==> config.mk <==
export PLATFORM = sky130hd
export DESIGN_NAME = accum_table_drain_flat
export DESIGN_NICKNAME = d
export VERILOG_FILES = /design/src/rtl/accum_pkg.sv /design/src/rtl/accum_table_drain_if.sv /design/src/rtl/accum_drain_skid.sv /design/src/rtl/accum_table_drain.sv /design/src/flat_wrapper.sv
export SDC_FILE = /design/constraint.sdc
export NUM_CORES = 2
export LEC_CHECK = 0
export ABC_AREA = 1
export CORE_AREA = 5 5 407 409
export DETAILED_ROUTE_END_ITERATION = 6
export DIE_AREA = 0 0 412 414
export PLACE_DENSITY = 0.48
export SYNTH_ARGS = -nofsm -noshare
export SYNTH_HDL_FRONTEND = slang
export SYNTH_SLANG_ARGS = --single-unit
==> constraint.sdc <==
create_clock -name clk -period 3.3 [get_ports clk]
set_clock_uncertainty 0.05 [all_clocks]
set_input_delay 0.495 -clock clk [delete_from_list [all_inputs] [get_ports clk]]
set_output_delay 0.495 -clock clk [all_outputs]
set_load 0.01 [all_outputs]
==> src/rtl/accum_pkg.sv <==
// Shared constants, table address mapping and drain FSM states for the accumulator-table drain.
package accum_pkg;
  localparam int unsigned ACC_MAX_OUT_ROWS   = 128;
  localparam int unsigned ACC_MAX_OUT_COLS   = 128;
  localparam int unsigned ACC_SYS_ARR_COLS   = 16;
  localparam int unsigned ACC_DATA_WIDTH     = 32;
  localparam int unsigned ACC_NUM_SUBMATS_N  = ACC_MAX_OUT_COLS / ACC_SYS_ARR_COLS;
  localparam int unsigned ACC_NUM_ACCUM_ROWS = ACC_MAX_OUT_ROWS * ACC_NUM_SUBMATS_N;
  localparam int unsigned ACC_ADDR_WIDTH     = $clog2(ACC_NUM_ACCUM_ROWS);

  typedef enum logic [1:0] {IDLE, READ, FLUSH, DONE} drain_state_e;

  // Index width that stays legal when a dimension collapses to a single entry.
  function automatic int unsigned idx_w(input int unsigned n);
    return (n > 1) ? $clog2(n) : 1;
  endfunction

  // Same (block,row) -> row-address mapping the write side uses.
  function automatic int unsigned accum_addr(input int unsigned blk, input int unsigned row,
                                             input int unsigned max_rows);
    return blk * max_rows + row;
  endfunction
endpackage

==> src/rtl/accum_table_drain_if.sv <==
// Drained-row output stream: master produces beats, slave applies back-pressure via out_ready.
interface accum_table_drain_if #(
  parameter int unsigned DATA_WIDTH   = 32,
  parameter int unsigned SYS_ARR_COLS = 16,
  parameter int unsigned ROW_W        = 7,
  parameter int unsigned BLK_W        = 3
);
  logic                               out_valid;
  logic                               out_ready;
  logic [DATA_WIDTH*SYS_ARR_COLS-1:0] out_data;
  logic [ROW_W-1:0]                   out_row;
  logic [BLK_W-1:0]                   out_col_blk;
  logic                               out_last;

  modport master (output out_valid, out_data, out_row, out_col_blk, out_last, input out_ready);
  modport slave  (input out_valid, out_data, out_row, out_col_blk, out_last, output out_ready);
endinterface

==> src/rtl/accum_drain_skid.sv <==
// Two-entry output buffer: entry 0 drives the stream, entry 1 absorbs a read that lands during a stall.
module accum_drain_skid #(
  parameter int unsigned W = 8
) (
  input  logic         clk,
  input  logic         reset,
  input  logic         i_push,
  input  logic [W-1:0] i_push_data,
  input  logic         i_ready,
  output logic         o_valid,
  output logic [W-1:0] o_data,
  output logic [1:0]   o_count
);
  logic         r_v0, r_v1;
  logic [W-1:0] r_d0, r_d1;
  logic         w_pop;

  assign w_pop = r_v0 & i_ready;

  always_ff @(posedge clk) begin
    if (!reset) begin
      r_v0 <= 1'b0;
      r_v1 <= 1'b0;
      r_d0 <= '0;
      r_d1 <= '0;
    end else if (w_pop) begin
      if (r_v1) begin
        r_d0 <= r_d1;
        r_v1 <= i_push;
        if (i_push) r_d1 <= i_push_data;
      end else begin
        r_v0 <= i_push;
        if (i_push) r_d0 <= i_push_data;
      end
    end else if (i_push) begin
      if (!r_v0) begin
        r_v0 <= 1'b1;
        r_d0 <= i_push_data;
      end else begin
        r_v1 <= 1'b1;
        r_d1 <= i_push_data;
      end
    end
  end

  assign o_valid = r_v0;
  assign o_data  = r_d0;
  assign o_count = {1'b0, r_v0} + {1'b0, r_v1};
endmodule

==> src/rtl/accum_table_drain.sv <==
// Streams accumulator-table rows out block-major, row-minor, behind a 2-entry output buffer.
// Optional macro ACCUM_DRAIN_CLEAR_EN adds a zero-write port that clears each row as it is read.
module accum_table_drain
  import accum_pkg::*;
#(
  parameter int unsigned MAX_OUT_ROWS = ACC_MAX_OUT_ROWS,
  parameter int unsigned MAX_OUT_COLS = ACC_MAX_OUT_COLS,
  parameter int unsigned SYS_ARR_COLS = ACC_SYS_ARR_COLS,
  parameter int unsigned DATA_WIDTH   = ACC_DATA_WIDTH,
  localparam int unsigned NUM_SUBMATS_N  = MAX_OUT_COLS / SYS_ARR_COLS,
  localparam int unsigned NUM_ACCUM_ROWS = MAX_OUT_ROWS * NUM_SUBMATS_N,
  localparam int unsigned ADDR_WIDTH     = $clog2(NUM_ACCUM_ROWS),
  localparam int unsigned ROWS_W         = $clog2(MAX_OUT_ROWS) + 1,
  localparam int unsigned BLKS_W         = $clog2(NUM_SUBMATS_N) + 1,
  localparam int unsigned ROW_W          = idx_w(MAX_OUT_ROWS),
  localparam int unsigned BLK_W          = idx_w(NUM_SUBMATS_N),
  localparam int unsigned ROW_BITS       = DATA_WIDTH * SYS_ARR_COLS
) (
  input  logic                  clk,
  input  logic                  reset,
  input  logic                  start,
  input  logic [ROWS_W-1:0]     num_rows,
  input  logic [BLKS_W-1:0]     num_col_blks,
  output logic                  busy,
  output logic                  done,
  output logic                  rd_en,
  output logic [ADDR_WIDTH-1:0] rd_addr,
  input  logic [ROW_BITS-1:0]   rd_data,
  accum_table_drain_if.master   out_if
`ifdef ACCUM_DRAIN_CLEAR_EN
  ,
  output logic                  clr_en,
  output logic [ADDR_WIDTH-1:0] clr_addr
`endif
);
  localparam int unsigned PW = 1 + BLK_W + ROW_W + ROW_BITS;

  drain_state_e      r_state;
  logic [ROWS_W-1:0] r_rows;
  logic [BLKS_W-1:0] r_blks;
  logic [ROW_W-1:0]  r_row, r_fl_row;
  logic [BLK_W-1:0]  r_blk, r_fl_blk;
  logic              r_busy, r_done, r_fl_vld, r_fl_last;

  logic [ROWS_W-1:0] w_rows_clamp;
  logic [BLKS_W-1:0] w_blks_clamp;
  logic              w_row_end, w_blk_end, w_rd_en, w_pop, w_out_valid;
  logic [1:0]        w_count;
  logic [2:0]        w_commit;
  logic [PW-1:0]     w_out_pl;

  assign w_rows_clamp = (num_rows > ROWS_W'(MAX_OUT_ROWS)) ? ROWS_W'(MAX_OUT_ROWS) : num_rows;
  assign w_blks_clamp = (num_col_blks > BLKS_W'(NUM_SUBMATS_N)) ? BLKS_W'(NUM_SUBMATS_N) : num_col_blks;
  assign w_row_end    = ({1'b0, r_row} == r_rows - ROWS_W'(1));
  assign w_blk_end    = ({1'b0, r_blk} == r_blks - BLKS_W'(1));

  // Slots committed after this edge: buffered + in flight, minus the beat leaving now.
  // Counting the departing beat keeps one read per cycle flowing while out_ready stays high.
  assign w_pop    = w_out_valid & out_if.out_ready;
  assign w_commit = {1'b0, w_count} + {2'b0, r_fl_vld} - {2'b0, w_pop};
  assign w_rd_en  = reset & (r_state == READ) & (w_commit < 3'd2);

  assign rd_en   = w_rd_en;
  assign rd_addr = ADDR_WIDTH'(accum_addr(32'(r_blk), 32'(r_row), MAX_OUT_ROWS));
  assign busy    = r_busy;
  assign done    = r_done;

  always_ff @(posedge clk) begin
    if (!reset) begin
      r_state   <= IDLE;
      r_busy    <= 1'b0;
      r_done    <= 1'b0;
      r_rows    <= '0;
      r_blks    <= '0;
      r_row     <= '0;
      r_blk     <= '0;
      r_fl_vld  <= 1'b0;
      r_fl_last <= 1'b0;
      r_fl_row  <= '0;
      r_fl_blk  <= '0;
    end else begin
      r_fl_vld <= w_rd_en;
      if (w_rd_en) begin
        r_fl_row  <= r_row;
        r_fl_blk  <= r_blk;
        r_fl_last <= w_row_end & w_blk_end;
      end
      case (r_state)
        IDLE, DONE: begin
          r_state <= IDLE;
          r_done  <= 1'b0;
          r_busy  <= 1'b0;
          if (start) begin
            r_rows <= w_rows_clamp;
            r_blks <= w_blks_clamp;
            r_row  <= '0;
            r_blk  <= '0;
            if ((w_rows_clamp == '0) || (w_blks_clamp == '0)) begin
              r_state <= DONE;
              r_done  <= 1'b1;
            end else begin
              r_state <= READ;
              r_busy  <= 1'b1;
            end
          end
        end
        READ: begin
          if (w_rd_en) begin
            if (w_row_end) begin
              r_row <= '0;
              if (w_blk_end) begin
                r_blk   <= '0;
                r_state <= FLUSH;
              end else begin
                r_blk <= r_blk + BLK_W'(1);
              end
            end else begin
              r_row <= r_row + ROW_W'(1);
            end
          end
        end
        FLUSH: begin
          if (w_commit == 3'd0) begin
            r_state <= DONE;
            r_busy  <= 1'b0;
            r_done  <= 1'b1;
          end
        end
        default: r_state <= IDLE;
      endcase
    end
  end

  accum_drain_skid #(.W(PW)) u_skid (
    .clk         (clk),
    .reset       (reset),
    .i_push      (r_fl_vld),
    .i_push_data ({r_fl_last, r_fl_blk, r_fl_row, rd_data}),
    .i_ready     (out_if.out_ready),
    .o_valid     (w_out_valid),
    .o_data      (w_out_pl),
    .o_count     (w_count)
  );

  assign out_if.out_valid = w_out_valid;
  assign {out_if.out_last, out_if.out_col_blk, out_if.out_row, out_if.out_data} = w_out_pl;

`ifdef ACCUM_DRAIN_CLEAR_EN
  assign clr_en   = w_rd_en;
  assign clr_addr = rd_addr;
`endif
endmodule

==> src/flat_wrapper.sv <==
// flat-port wrapper written by rule: the top's interface ports become plain ports
module accum_table_drain_flat import accum_pkg::*;
#(
  parameter int unsigned MAX_OUT_ROWS = ACC_MAX_OUT_ROWS,
  parameter int unsigned MAX_OUT_COLS = ACC_MAX_OUT_COLS,
  parameter int unsigned SYS_ARR_COLS = ACC_SYS_ARR_COLS,
  parameter int unsigned DATA_WIDTH   = ACC_DATA_WIDTH,
  localparam int unsigned NUM_SUBMATS_N  = MAX_OUT_COLS / SYS_ARR_COLS,
  localparam int unsigned NUM_ACCUM_ROWS = MAX_OUT_ROWS * NUM_SUBMATS_N,
  localparam int unsigned ADDR_WIDTH     = $clog2(NUM_ACCUM_ROWS),
  localparam int unsigned ROWS_W         = $clog2(MAX_OUT_ROWS) + 1,
  localparam int unsigned BLKS_W         = $clog2(NUM_SUBMATS_N) + 1,
  localparam int unsigned ROW_W          = idx_w(MAX_OUT_ROWS),
  localparam int unsigned BLK_W          = idx_w(NUM_SUBMATS_N),
  localparam int unsigned ROW_BITS       = DATA_WIDTH * SYS_ARR_COLS
)
  (clk, reset, start, num_rows, num_col_blks, busy, done, rd_en, rd_addr, rd_data, out_if_out_valid, out_if_out_data, out_if_out_row, out_if_out_col_blk, out_if_out_last, out_if_out_ready);
  accum_table_drain_if #(.DATA_WIDTH(DATA_WIDTH), .SYS_ARR_COLS(SYS_ARR_COLS)) out_if_i ();
  input  logic clk;
  input  logic reset;
  input  logic start;
  input  logic [ROWS_W-1:0] num_rows;
  input  logic [BLKS_W-1:0] num_col_blks;
  output logic busy;
  output logic done;
  output logic rd_en;
  output logic [ADDR_WIDTH-1:0] rd_addr;
  input  logic [ROW_BITS-1:0] rd_data;
  output wire logic [$bits(out_if_i.out_valid)-1:0] out_if_out_valid;
  output wire logic [$bits(out_if_i.out_data)-1:0] out_if_out_data;
  output wire logic [$bits(out_if_i.out_row)-1:0] out_if_out_row;
  output wire logic [$bits(out_if_i.out_col_blk)-1:0] out_if_out_col_blk;
  output wire logic [$bits(out_if_i.out_last)-1:0] out_if_out_last;
  input wire logic [$bits(out_if_i.out_ready)-1:0] out_if_out_ready;
  assign out_if_out_valid = out_if_i.out_valid;
  assign out_if_out_data = out_if_i.out_data;
  assign out_if_out_row = out_if_i.out_row;
  assign out_if_out_col_blk = out_if_i.out_col_blk;
  assign out_if_out_last = out_if_i.out_last;
  assign out_if_i.out_ready = out_if_out_ready;
  accum_table_drain #(.MAX_OUT_ROWS(MAX_OUT_ROWS), .MAX_OUT_COLS(MAX_OUT_COLS), .SYS_ARR_COLS(SYS_ARR_COLS), .DATA_WIDTH(DATA_WIDTH)) u_core (.clk(clk), .reset(reset), .start(start), .num_rows(num_rows), .num_col_blks(num_col_blks), .busy(busy), .done(done), .rd_en(rd_en), .rd_addr(rd_addr), .rd_data(rd_data), .out_if(out_if_i));
endmodule
==> results_dict.tcl <==
set metrics [dict create \
    cap_violations 0 \
    synthFlopType "dfxtp_1" \
    place_congestion 0.812 \
    clk_path_buf_depth 3 \
    synth.area.top_cells "dfxtp_1 (49%), o21ai_0 (12%), mux2_2 (9.5%)" \
    vias_per_cell 4.55 \
    drc 0 \
    synth_compound_area_frac 0.218 \
    die_y_um 414 \
    max_clock_freq_mhz 325 \
    yosysSeqAreaShare 0.490 \
    yosys_warnings 0 \
    cp-end-kind "output port" \
    path_class "reg -> out" \
    synth_common_cells "o21ai_0 (1091), dfxtp_1 (1086), nor2_1 (787), inv_1 (724), a21oi_1 (697)" \
    cp-start-kind "flop" \
    clk_pin_slew_ns 0.06 \
    path_max_fanout 4 \
    synth_fa_ha_area_frac 0.00271 \
    peakVddDrop_mv 0.511 \
    vias 39900 \
    worstPathArrival_ns 2.54 \
    regToRegStartpoint "u_core.u_skid.o_valid$_SDFFE_PN0P_" \
    cts_tree "done" \
    clock_latency_ns 0.75 \
    crit_path_start "u_core.u_skid.o_valid$_SDFFE_PN0P_" \
    core_um2 162000 \
    min_from "reset" \
    yosysTopAreaCell "dfxtp_1" \
    dp_hpwl_mm 121 \
    drt-initial-drc-count 2453 \
    wl_per_cell_um 19.3 \
    initial_core_util 0.274 \
    synth-edff-count 0 \
    r2r-end "u_core.r_row[2]$_SDFFE_PN0P_" \
    drive_above_1_share 0.107 \
    numCtsBuffers 133 \
    grt_pass1_wl_mm 249 \
    port-buffer-count 1064 \
    grt_pass1_vias 37700 \
    setup_violations 0 \
    ys_ff_latch 1086 \
    synth_top_family_by_area "compound AO/OA/AOI/OAI gates" \
    min_path_type "in -> reg" \
    fp.dieW_um 412 \
    yosysMostFrequentCell "o21ai_0" \
    status "completed" \
    rr_worst_depth 17 \
    whs_endpoint "u_core.u_skid.o_data[514]$_SDFFE_PN0P_" \
    syn_inst 5594 \
    period_share 0.934 \
    wl_mm 170 \
    synthesis.nets 6131 \
    tightest_slew_ns 0.851 \
    p_leak_uw 0.0223 \
    antenna_found_initial 56 \
    slew_viol_final 0 \
    period_needed_ns 3.08 \
    io_pins 1065 \
    cts_sinks 1086 \
    holdPathStages 3 \
    muxShareOfSynthArea 0.0945 \
    postRouteAntennaNets 0 \
    hold-worst-slack_ns 0.136 \
    htree_levels 4 \
    slew_headroom 0.432 \
    p_per_area_nw_per_um2 617 \
    regToRegSetupSlack_ns 0.60 \
    fin_nets 7010 \
    hold_violations 0 \
    drt-pass1-iter-count 5 \
    required_ns 2.75 \
    grt_overflow 0 \
    ys_types 31 \
    synth-simple-area-share 0.0893 \
    cts_repair_resize_count 4 \
    final_util 0.382 \
    ys_async_sr_fraction 0 \
    grt_start_max_net_pins 213 \
    p_total_uw 38100 \
    synth_xor_area_frac 0.00178 \
    cts_setup_buffers 0 \
    area_delta_synth_final_pct 39.4 \
    dieArea_um2 171000 \
    cts_root_buf "clkbuf_16" \
    synthDominantCellAreaShare 0.490 \
    rsz0062_at_grt "false" \
    ctsHoldBuffers 0 \
    syn_area_um2 44300 \
    grtUsageTotal 0.190 \
    fp-row-count 148 \
    syn_area_per_cell_um2 7.92 \
]
## flip-flops by register name, summed over array words and instances (netlist names)
register and flops:
u_core.u_skid.o_data 523, u_core.u_skid.r_d1 523, u_core.r_rows 8, u_core.r_fl_row 7, u_core.r_row 7, u_core.r_blks 4
u_core.r_blk 3, u_core.r_fl_blk 3, u_core.r_state 2, u_core.busy 1, u_core.done 1, u_core.r_fl_last 1
u_core.r_fl_vld 1, u_core.u_skid.o_valid 1, u_core.u_skid.r_v1 1
## report_power, final
group	leakage, µW	switching (µW)	internal (µW)	total, µW
registers	0.00880	923	14400	15400
logic	0.0113	3960	3780	7750
clock network	0.00221	6080	8900	15000
## how the worst max path moves through the flow
stage | endpoint | slack [ns] | cells past startpoint
2_1_floorplan | u_core.r_row[1]$_SDFFE_PN0P_ | 0.66 | 16
4_1_cts | rd_en | 0.0002 | 12
3_5_place_dp | rd_en | -0.04 | 13
3_3_place_gp | rd_en | -0.08 | 13
6_report | rd_en | 0.22 | 12
5_1_grt | rd_en | 0.02 | 12
## through the flow
| step | setup TNS, ns | cells | setup WS (ns) | area (µm²) |
|---|---|---|---|---|
| final | 0 | 8775 | 0.218 | 61800 |
| after global routing | 0 | 8767 | 0.0157 | 61800 |
| after CTS | 0 | 8750 | 0.000161 | 61700 |
| after detailed placement | -0.0405 | 8513 | -0.0405 | 57200 |
| after global placement | -0.0774 | 8513 | -0.0774 | 57200 |
| after floorplan | 0 | 5594 | 0.662 | 44300 |
## routing by layer
metal | share of wire | vias up | track usage
met2 | 0.48 | 957 | 0.321
met4 | 0.029 | 16 | 0.0616
met1 | 0.42 | 18600 | 0.231
met5 | 0.00058 | - | 0
li1 | - | 20000 | -
met3 | 0.070 | 256 | 0.0567
## final cells by class
| class | count | area, µm² |
|---|---|---|
| antenna | 25 | 62.6 |
| clock buffer | 190 | 3850 |
| clock inverter | 47 | 637 |
| fill | 16500 | 99900 |
| inverter | 728 | 2740 |
| multi-input combinational | 3354 | 18100 |
| sequential | 1086 | 21700 |
| tap | 2175 | 2720 |
| timing repair buffer | 1170 | 12000 |
## cells in the final DEF, fill, tap and decap left out, types with 22 or more instances in the layout
cell type,Yosys,final
dfxtp_1,1086,1085
clkbuf_16,0,135
clkbuf_8,0,27
o21ai_0,1091,1091
buf_12,0,43
clkdlybuf4s50_1,0,1062
o21ai_1,121,121
buf_4,13,63
clkbuf_1,262,28
nor2_1,787,787
clkinv_2,0,22
diode_2,0,25
a21oi_1,697,697
inv_1,724,723
mux2_2,372,372
nand2_1,223,222
## cells by family after synthesis
group	count (synthesis)
compound gates	1925
xor+xnor	9
fa+ha+maj	9
buf+inv	1154
flops	1086
mux	372
simple gates	1039
## critical path, stage by stage (launching register included)
cell and delay (ns):
dfxtp_4 0.36, nand2_2 0.06, inv_1 0.04, ha_1 0.26, inv_1 0.04, fa_1 0.37
inv_2 0.09, ha_4 0.21, nand2_2 0.07, inv_2 0.04, nand2_2 0.05, inv_1 0.04
buf_2 0.14
No activity file was read; power rests on OpenSTA's default activity.
